===== src/rtl/mem_data_arbiter_if.sv =====
// Bus bundle between the two requesters (load/store unit, debug/DMA), the
// arbiter and the single-ported data memory.
interface mem_data_arbiter_if #(
  parameter int XLEN       = 32,
  parameter int ADDRESSLEN = 32
);
  logic                  m0_req;
  logic                  m1_req;
  logic                  m0_we;
  logic                  m1_we;
  logic [ADDRESSLEN-1:0] m0_addr;
  logic [ADDRESSLEN-1:0] m1_addr;
  logic [XLEN-1:0]       m0_wdata;
  logic [XLEN-1:0]       m1_wdata;
  logic                  m0_gnt;
  logic                  m1_gnt;
  logic                  m0_rvalid;
  logic                  m1_rvalid;
  logic [XLEN-1:0]       m0_rdata;
  logic [XLEN-1:0]       m1_rdata;
  logic                  m0_err;
  logic                  m1_err;
  logic [ADDRESSLEN-1:0] mem_write_address;
  logic [ADDRESSLEN-1:0] mem_read_address;
  logic [XLEN-1:0]       mem_data;
  logic                  mem_write_en;
  logic                  mem_read_en;
  logic [XLEN-1:0]       mem_out;

  // Requesters plus memory model.
  modport master (
    output m0_req, m1_req, m0_we, m1_we, m0_addr, m1_addr, m0_wdata, m1_wdata,
    output mem_out,
    input  m0_gnt, m1_gnt, m0_rvalid, m1_rvalid, m0_rdata, m1_rdata, m0_err, m1_err,
    input  mem_write_address, mem_read_address, mem_data, mem_write_en, mem_read_en
  );

  // Arbiter side.
  modport slave (
    input  m0_req, m1_req, m0_we, m1_we, m0_addr, m1_addr, m0_wdata, m1_wdata,
    input  mem_out,
    output m0_gnt, m1_gnt, m0_rvalid, m1_rvalid, m0_rdata, m1_rdata, m0_err, m1_err,
    output mem_write_address, mem_read_address, mem_data, mem_write_en, mem_read_en
  );
endinterface


===== src/rtl/mem_data_arbiter.sv =====
// Two-requester round-robin arbiter in front of a single data memory port.
// Optional macro MEM_DATA_ARBITER_ALIGN_CHECK_EN rejects non-word-aligned accesses.
module mem_data_arbiter #(
  parameter int XLEN       = 32,
  parameter int ADDRESSLEN = 32
) (
  input  logic                clk,
  input  logic                rst_n,
  mem_data_arbiter_if.slave   bus,
  output logic [1:0]          dbg_state
);

  // Handshake: a requester holds req, we, addr and wdata until it sees its
  // one-cycle gnt. Operands are sampled only in IDLE, so dropping req after
  // capture is harmless. A read's rvalid/rdata pulse follows gnt by one cycle;
  // writes and rejected (err) accesses complete with gnt alone.
  localparam logic [1:0] IDLE  = 2'd0;
  localparam logic [1:0] ISSUE = 2'd1;
  localparam logic [1:0] RESP  = 2'd2;

  logic [1:0]            state;
  logic                  last_grant;
  logic                  win;
  logic                  we_q;
  logic [ADDRESSLEN-1:0] addr_q;
  logic [XLEN-1:0]       wdata_q;
  logic [XLEN-1:0]       rdata0_q;
  logic [XLEN-1:0]       rdata1_q;
  logic                  pick;
  logic                  misaligned;
  logic                  issue;
  logic                  resp;

  // On a tie the requester that did not win last time goes first.
  always_comb begin
    pick = bus.m1_req;
    if (bus.m0_req && bus.m1_req) pick = ~last_grant;
  end

`ifdef MEM_DATA_ARBITER_ALIGN_CHECK_EN
  assign misaligned = (addr_q[1:0] != 2'b00);
`else
  assign misaligned = 1'b0;
`endif

  always_ff @(posedge clk or negedge rst_n) begin
    if (!rst_n) begin
      state      <= IDLE;
      last_grant <= 1'b1;
      win        <= 1'b0;
      we_q       <= 1'b0;
      addr_q     <= '0;
      wdata_q    <= '0;
      rdata0_q   <= '0;
      rdata1_q   <= '0;
    end else begin
      case (state)
        IDLE: begin
          if (bus.m0_req || bus.m1_req) begin
            win        <= pick;
            last_grant <= pick;
            we_q       <= pick ? bus.m1_we    : bus.m0_we;
            addr_q     <= pick ? bus.m1_addr  : bus.m0_addr;
            wdata_q    <= pick ? bus.m1_wdata : bus.m0_wdata;
            state      <= ISSUE;
          end
        end
        ISSUE: state <= (we_q || misaligned) ? IDLE : RESP;
        RESP: begin
          // Keep the returned word so the requester's rdata holds afterwards.
          if (win) rdata1_q <= bus.mem_out;
          else     rdata0_q <= bus.mem_out;
          state <= IDLE;
        end
        default: state <= IDLE;
      endcase
    end
  end

  assign issue     = (state == ISSUE);
  assign resp      = (state == RESP);
  assign dbg_state = state;

  assign bus.m0_gnt = issue && !win;
  assign bus.m1_gnt = issue &&  win;

`ifdef MEM_DATA_ARBITER_ALIGN_CHECK_EN
  assign bus.m0_err = issue && !win && misaligned;
  assign bus.m1_err = issue &&  win && misaligned;
`else
  assign bus.m0_err = 1'b0;
  assign bus.m1_err = 1'b0;
`endif

  assign bus.mem_write_en      = issue &&  we_q && !misaligned;
  assign bus.mem_read_en       = issue && !we_q && !misaligned;
  assign bus.mem_write_address = addr_q;
  assign bus.mem_read_address  = addr_q;
  assign bus.mem_data          = wdata_q;

  // Memory latched the word on the negedge of ISSUE; it is live through RESP.
  assign bus.m0_rvalid = resp && !win;
  assign bus.m1_rvalid = resp &&  win;
  assign bus.m0_rdata  = (resp && !win) ? bus.mem_out : rdata0_q;
  assign bus.m1_rdata  = (resp &&  win) ? bus.mem_out : rdata1_q;

endmodule


===== src/flat_wrapper.sv =====
// flat-port wrapper written by rule: the top's interface ports become plain ports
module mem_data_arbiter_flat 
#(
  parameter int XLEN       = 32,
  parameter int ADDRESSLEN = 32
)
  (clk, rst_n, dbg_state, bus_m0_req, bus_m1_req, bus_m0_we, bus_m1_we, bus_m0_addr, bus_m1_addr, bus_m0_wdata, bus_m1_wdata, bus_mem_out, bus_m0_gnt, bus_m1_gnt, bus_m0_rvalid, bus_m1_rvalid, bus_m0_rdata, bus_m1_rdata, bus_m0_err, bus_m1_err, bus_mem_write_address, bus_mem_read_address, bus_mem_data, bus_mem_write_en, bus_mem_read_en);
  mem_data_arbiter_if #(.XLEN(XLEN), .ADDRESSLEN(ADDRESSLEN)) bus_i ();
  input  logic clk;
  input  logic rst_n;
  output logic [1:0] dbg_state;
  input wire logic [$bits(bus_i.m0_req)-1:0] bus_m0_req;
  input wire logic [$bits(bus_i.m1_req)-1:0] bus_m1_req;
  input wire logic [$bits(bus_i.m0_we)-1:0] bus_m0_we;
  input wire logic [$bits(bus_i.m1_we)-1:0] bus_m1_we;
  input wire logic [$bits(bus_i.m0_addr)-1:0] bus_m0_addr;
  input wire logic [$bits(bus_i.m1_addr)-1:0] bus_m1_addr;
  input wire logic [$bits(bus_i.m0_wdata)-1:0] bus_m0_wdata;
  input wire logic [$bits(bus_i.m1_wdata)-1:0] bus_m1_wdata;
  input wire logic [$bits(bus_i.mem_out)-1:0] bus_mem_out;
  output wire logic [$bits(bus_i.m0_gnt)-1:0] bus_m0_gnt;
  output wire logic [$bits(bus_i.m1_gnt)-1:0] bus_m1_gnt;
  output wire logic [$bits(bus_i.m0_rvalid)-1:0] bus_m0_rvalid;
  output wire logic [$bits(bus_i.m1_rvalid)-1:0] bus_m1_rvalid;
  output wire logic [$bits(bus_i.m0_rdata)-1:0] bus_m0_rdata;
  output wire logic [$bits(bus_i.m1_rdata)-1:0] bus_m1_rdata;
  output wire logic [$bits(bus_i.m0_err)-1:0] bus_m0_err;
  output wire logic [$bits(bus_i.m1_err)-1:0] bus_m1_err;
  output wire logic [$bits(bus_i.mem_write_address)-1:0] bus_mem_write_address;
  output wire logic [$bits(bus_i.mem_read_address)-1:0] bus_mem_read_address;
  output wire logic [$bits(bus_i.mem_data)-1:0] bus_mem_data;
  output wire logic [$bits(bus_i.mem_write_en)-1:0] bus_mem_write_en;
  output wire logic [$bits(bus_i.mem_read_en)-1:0] bus_mem_read_en;
  assign bus_i.m0_req = bus_m0_req;
  assign bus_i.m1_req = bus_m1_req;
  assign bus_i.m0_we = bus_m0_we;
  assign bus_i.m1_we = bus_m1_we;
  assign bus_i.m0_addr = bus_m0_addr;
  assign bus_i.m1_addr = bus_m1_addr;
  assign bus_i.m0_wdata = bus_m0_wdata;
  assign bus_i.m1_wdata = bus_m1_wdata;
  assign bus_i.mem_out = bus_mem_out;
  assign bus_m0_gnt = bus_i.m0_gnt;
  assign bus_m1_gnt = bus_i.m1_gnt;
  assign bus_m0_rvalid = bus_i.m0_rvalid;
  assign bus_m1_rvalid = bus_i.m1_rvalid;
  assign bus_m0_rdata = bus_i.m0_rdata;
  assign bus_m1_rdata = bus_i.m1_rdata;
  assign bus_m0_err = bus_i.m0_err;
  assign bus_m1_err = bus_i.m1_err;
  assign bus_mem_write_address = bus_i.mem_write_address;
  assign bus_mem_read_address = bus_i.mem_read_address;
  assign bus_mem_data = bus_i.mem_data;
  assign bus_mem_write_en = bus_i.mem_write_en;
  assign bus_mem_read_en = bus_i.mem_read_en;
  mem_data_arbiter #(.XLEN(XLEN), .ADDRESSLEN(ADDRESSLEN)) u_core (.clk(clk), .rst_n(rst_n), .bus(bus_i), .dbg_state(dbg_state));
endmodule

===== config.mk =====
export PLATFORM = sky130hd
export DESIGN_NAME = mem_data_arbiter_flat
export DESIGN_NICKNAME = d
export VERILOG_FILES = /design/src/rtl/mem_data_arbiter_if.sv /design/src/rtl/mem_data_arbiter.sv /design/src/flat_wrapper.sv
export SDC_FILE = /design/constraint.sdc
export NUM_CORES = 1
export LEC_CHECK = 0
export CAP_MARGIN = 20
export CORE_AREA = 2 2 129 131
export CTS_BUF_LIST = sky130_fd_sc_hd__clkbuf_8
export CTS_CLUSTER_DIAMETER = 60
export DETAILED_ROUTE_END_ITERATION = 16
export DIE_AREA = 0 0 131 133
export GPL_ROUTABILITY_DRIVEN = 0
export PLACE_DENSITY = 0.83
export REMOVE_ABC_BUFFERS = 1
export SLEW_MARGIN = 15
export SYNTH_ARGS = -nofsm -noshare
export SYNTH_HDL_FRONTEND = slang
export SYNTH_SLANG_ARGS = --single-unit

===== constraint.sdc =====
create_clock -name clk -period 3.2 [get_ports clk]
set_input_delay 0.32 -clock clk [delete_from_list [all_inputs] [get_ports clk]]
set_output_delay 0.32 -clock clk [all_outputs]
set_load 0.005 [all_outputs]

Word level (Yosys, flattened, before mapping)
Index checks and enable logic that the tools add are counted.
{"block": "op_classes", "reduce_logical": 14, "bitwise": 2, "muxes": 9, "n_eq_ne": 3}
{"op": "$mux W32", "count": 4}
{"op": "$logic_and A1 B1 Y1", "count": 7}
{"op": "$reduce_and A2 Y1", "count": 3}
{"op": "$mux W2", "count": 2}
{"op": "$pmux W2 S2", "count": 1}
{"op": "$eq A2 B1 Y1 const B", "count": 1}
{"op": "$eq A2 B2 Y1 const B", "count": 1}
{"op": "$logic_not A1 Y1", "count": 2}
{"op": "$logic_not A2 Y1", "count": 1}
{"op": "$mux W1", "count": 2}
{"op": "$ne A2 B1 Y1 const B", "count": 1}
{"op": "$not A1 Y1", "count": 2}
{"op": "$logic_or A1 B1 Y1", "count": 1}
{"block": "word_totals", "elab_cells": 36, "input_bits": 166, "register_bits": 133, "out_inout_bits": 170}

Logic depth before layout (Yosys ltp)
{"block": "depth", "depth_word": 3, "depth_mapped": 5, "mapped_depth_nobuf": 3}

Worst setup path before layout
Ideal clock, no wire load.
{"block": "synth_path", "kind": "reg-to-output", "from": "register u_core.state[0] (netlist: u_core.dbg_state[0])", "to": "output bus_m0_rdata[22]", "required_time_ns": 2.880, "t_arrival_ns": 1.415, "path_buffers": 2, "setup_slack_ns": 1.465, "stages_incl_launch_ff": 5, "cell_sequence": "dfrtp_1 > nor3b_1 > buf_2 > buf_2 > mux2_2"}
{"block": "synth_via", "elab_chain_cells": 3}
{"item": "from (decl)", "line": "mem_data_arbiter.sv:21", "source": "logic [1:0] state;"}
{"item": "from (signal assigned)", "line": "mem_data_arbiter.sv:68", "source": "ISSUE: state <= (we_q || misaligned) ? IDLE : RESP;"}
{"item": "$eq A2 B2 Y1", "line": "mem_data_arbiter.sv:81", "source": "assign resp = (state == RESP);"}
{"item": "$logic_and A1 B1 Y1"}
{"item": "net bus_m0_rvalid", "line": "flat_wrapper.sv:23", "source": "output wire logic [$bits(bus_i.m0_rvalid)-1:0] bus_m0_rvalid;"}
{"item": "$mux W32", "line": "mem_data_arbiter.sv:104", "source": "assign bus.m0_rdata = (resp && !win) ? bus.mem_out : rdata0_q;"}
{"item": "to (decl)", "line": "flat_wrapper.sv:25", "source": "output wire logic [$bits(bus_i.m0_rdata)-1:0] bus_m0_rdata;"}
The timed path passes the listed nets, and every way through them passes these cells.

Worst setup path in the final report
{"block": "layout_path", "from": "register u_core.state[1] (netlist: u_core.dbg_state[1])", "to": "output bus_m0_rdata[2]"}
{"block": "layout_via", "elab_chain_cells": 3}
{"item": "$eq A2 B2 Y1", "line": "mem_data_arbiter.sv:81"}
{"item": "$logic_and A1 B1 Y1", "line": "mem_data_arbiter.sv:104"}
{"item": "$mux W32", "line": "mem_data_arbiter.sv:104"}
Every way passes these cells.

==> reports/metrics.csv <==
metric,value,unit
start_kind,register,
critical_path_class,register to primary output,
yosysSeqAreaShare,49.80,%
setup-tns-final,0,ns
finalSetupViolCount,0,
die_area,17420,µm²
clk_pin_slew,0.08,ns
dp_hpwl,13.17,mm
cts_resized,0,
core,16170,µm²
critPathTopFamily,buffers and inverters,
syn_area,6685,µm²
postLayoutCellArea,10390,µm²
maxSlewViolCount,0,
yosysTopAreaCellShare,49.41,%
cts_tree,done,
reg2reg_depth,4,
crit_fanout,65,
antenna_found_initial,0,
reg2reg_slack,1.10,ns
viasPerCell,4.749,
grt_pass1_wl,26.28,mm
rsz0062_at_grt,no,
wirelength,17.48,mm
min_from,u_core.we_q,
nFillCells,1164,
root_buffer,clkbuf_8,
vdd_drop_max,0.4412,mV
synth_area_leaders,"dfrtp_1, mux2_2, mux2_4, buf_4, buf_2",
grt_max_degree,75,
postCtsSetupBuffers,0,
crit_path_cell_trace,"nor3b_2, buf_12, mux2_2, clkdlybuf4s50_1",
drt_iter0_drc,105,
syn_to_final_growth,55.47,%
row_count,47,
worstReg2RegEnd,u_core.bus.mem_read_address[11],
grt_pass1_vias,5045,
place_area,10000,µm²
end_kind,primary output,
yosysTopAreaCell,dfrtp_1,
worstHoldEndpoint,u_core.dbg_state[1],
htree_levels,4,
power_density,929.1,nW/µm²
finalCriticalPeriod,2.685,ns
setup_slack,0.5152,ns
pin_count,336,
timing.hold.ws,0.4628,ns
clock_sinks,133,
synth_cell_types,19,
hold_path_class,register to register,
cp_slowest_cell,clkdlybuf4s50_1,
finClkSkew,0.01014,ns
ys_seq_elements,133,
worst-path-buf-inv,2,
syn_inst,435,
cp.arrival,2.36,ns
clock_path_buffers,2,
max_stage_delay,0.46,ns
power.leakage,4.421,nW
grt_usage,19.87,%
die_x,131,µm
hold_path_depth,1,
total_power,9.657,mW
final_layout_size_suffix_gt1_share,35.29,%
wl_per_cell,18.00,µm
drv_cap,0,
max_slew.worst_pin.slew,0.7096,ns
diodes,0,
cts_buffers,17,
clock.fmax,372.5,MHz
relSlewSlack,52.70,%
cp.required,2.88,ns
clk_latency,0.43,ns
hold_viol,0,
drcViolationCount,0,
status,"complete, no violations",
initial_core_util,41.34,%
dp_slack,0.7443,ns
reg2reg_from,u_core.last_grant,
min_period_over_period,83.90,%
first_pass_iters,4,
postRouteAntennaNets,0,
grt_overflow,0,
avgSynthCellArea,15.37,µm²
die_y,133,µm
synth_warnings,0,
finalNetCount,904,
vias,4611,
portBuffers,333,
final cells by class:
class | instances | area [µm²] | share of cell area [%]
clock buffer | 19 | 261.5 | 2.516
clock inverter | 13 | 118.9 | 1.144
tap | 220 | 275.3 | 2.648
sequential | 133 | 3329 | 32.03
multi-input combinational | 242 | 2950 | 28.39
timing repair buffer | 341 | 3447 | 33.16
inverter | 3 | 11.26 | 0.1083
through the flow:
step | util (%) | std cells
floorplan | - | 378
global placement | 61.86 | 938
detailed placement | 61.86 | 938
CTS | 64.27 | 971
global route | 64.27 | 971
finish | 64.27 | 971
cell families (layout without fill, tap and decap cells):
family / Yosys count / after routing / synth area share [%]
and+or+nand+nor: 9 / 9 / 0.6552
other: 1 / 2 / 0.05609
DFF: 133 / 133 / 49.80
buffers and inverters: 61 / 376 / 6.401
muxes: 226 / 226 / 42.52
AOI/OAI and AO/OA: 5 / 5 / 0.5615
cell usage after synthesis:
library cell and n:
conb_1 1, nor2_1 6, nand2b_1 1, dfstp_2 1, dfrtp_1 132, buf_6 5, a31oi_1 1, mux2i_1 2
mux2_2 144, mux2_4 80, nand3b_1 1, o21a_1 1, a21bo_2 1, a21oi_1 1, o32ai_1 1, inv_1 3
nor3b_1 1, buf_2 15, buf_4 38
flip-flops by register name, summed over array words and instances (netlist names):
| signal | count |
|---|---|
| u_core.bus.mem_data | 32 |
| u_core.win | 1 |
| u_core.dbg_state | 2 |
| u_core.rdata0_q | 32 |
| u_core.rdata1_q | 32 |
| u_core.bus.mem_read_address | 32 |
| u_core.last_grant | 1 |
| u_core.we_q | 1 |
worst max-delay path by stage:
stage                        start                         endpoint  slack [ns]  depth (start not counted)
5_1_grt        u_core.dbg_state[1]                 bus_m0_rdata[23]        0.39                          4
4_1_cts        u_core.dbg_state[0]                  bus_m0_rdata[9]        0.47                          4
6_report       u_core.dbg_state[1]                  bus_m0_rdata[2]        0.52                          4
3_3_place_gp            bus_m0_req   u_core.bus.mem_read_address[7]        0.83                          5
2_1_floorplan  u_core.dbg_state[0]                  bus_m0_rdata[0]       -3.06                          2
3_5_place_dp            bus_m0_req  u_core.bus.mem_read_address[11]        0.74                          5
layout by cell type (no fill, tap or decap):
cell	instances
a31oi_1	1
a21oi_1	1
clkinvlp_4	3
clkinv_2	5
dfrtp_1	132
nand3b_1	1
conb_1	2
mux2i_1	2
clkdlybuf4s50_1	332
nor2_1	6
inv_1	6
o32ai_1	1
buf_4	3
buf_12	4
buf_6	1
dfstp_2	1
dlygate4sd3_1	1
mux2_4	80
nand2b_1	1
bufinv_16	2
nor3b_2	1
clkbuf_8	19
o21a_4	1
mux2_2	144
a21bo_4	1
what timing repair did:
action,CTS,global route
endpoints found under the setup margin,0,0
hold endpoints to repair,72,0
hold buffers,1,0
power by group:
group	switching [mW]	internal [mW]	leakage, nW
Sequential	0.522	2.56	1.56
Combinational	1.61	3.61	2.66
Clock	0.640	0.717	0.201
Total	2.77	6.89	4.42
metal layers:
layer | up-vias | global-route usage [%] | part of all wire [%]
li1 | 2114 | - | -
met1 | 2256 | 21.30 | 36
met2 | 214 | 35.06 | 53
met3 | 27 | 7.966 | 8.6
met4 | 0 | 6.797 | 2.4
met5 | - | 0 | 0
No activity file was read; power rests on OpenSTA's default activity.
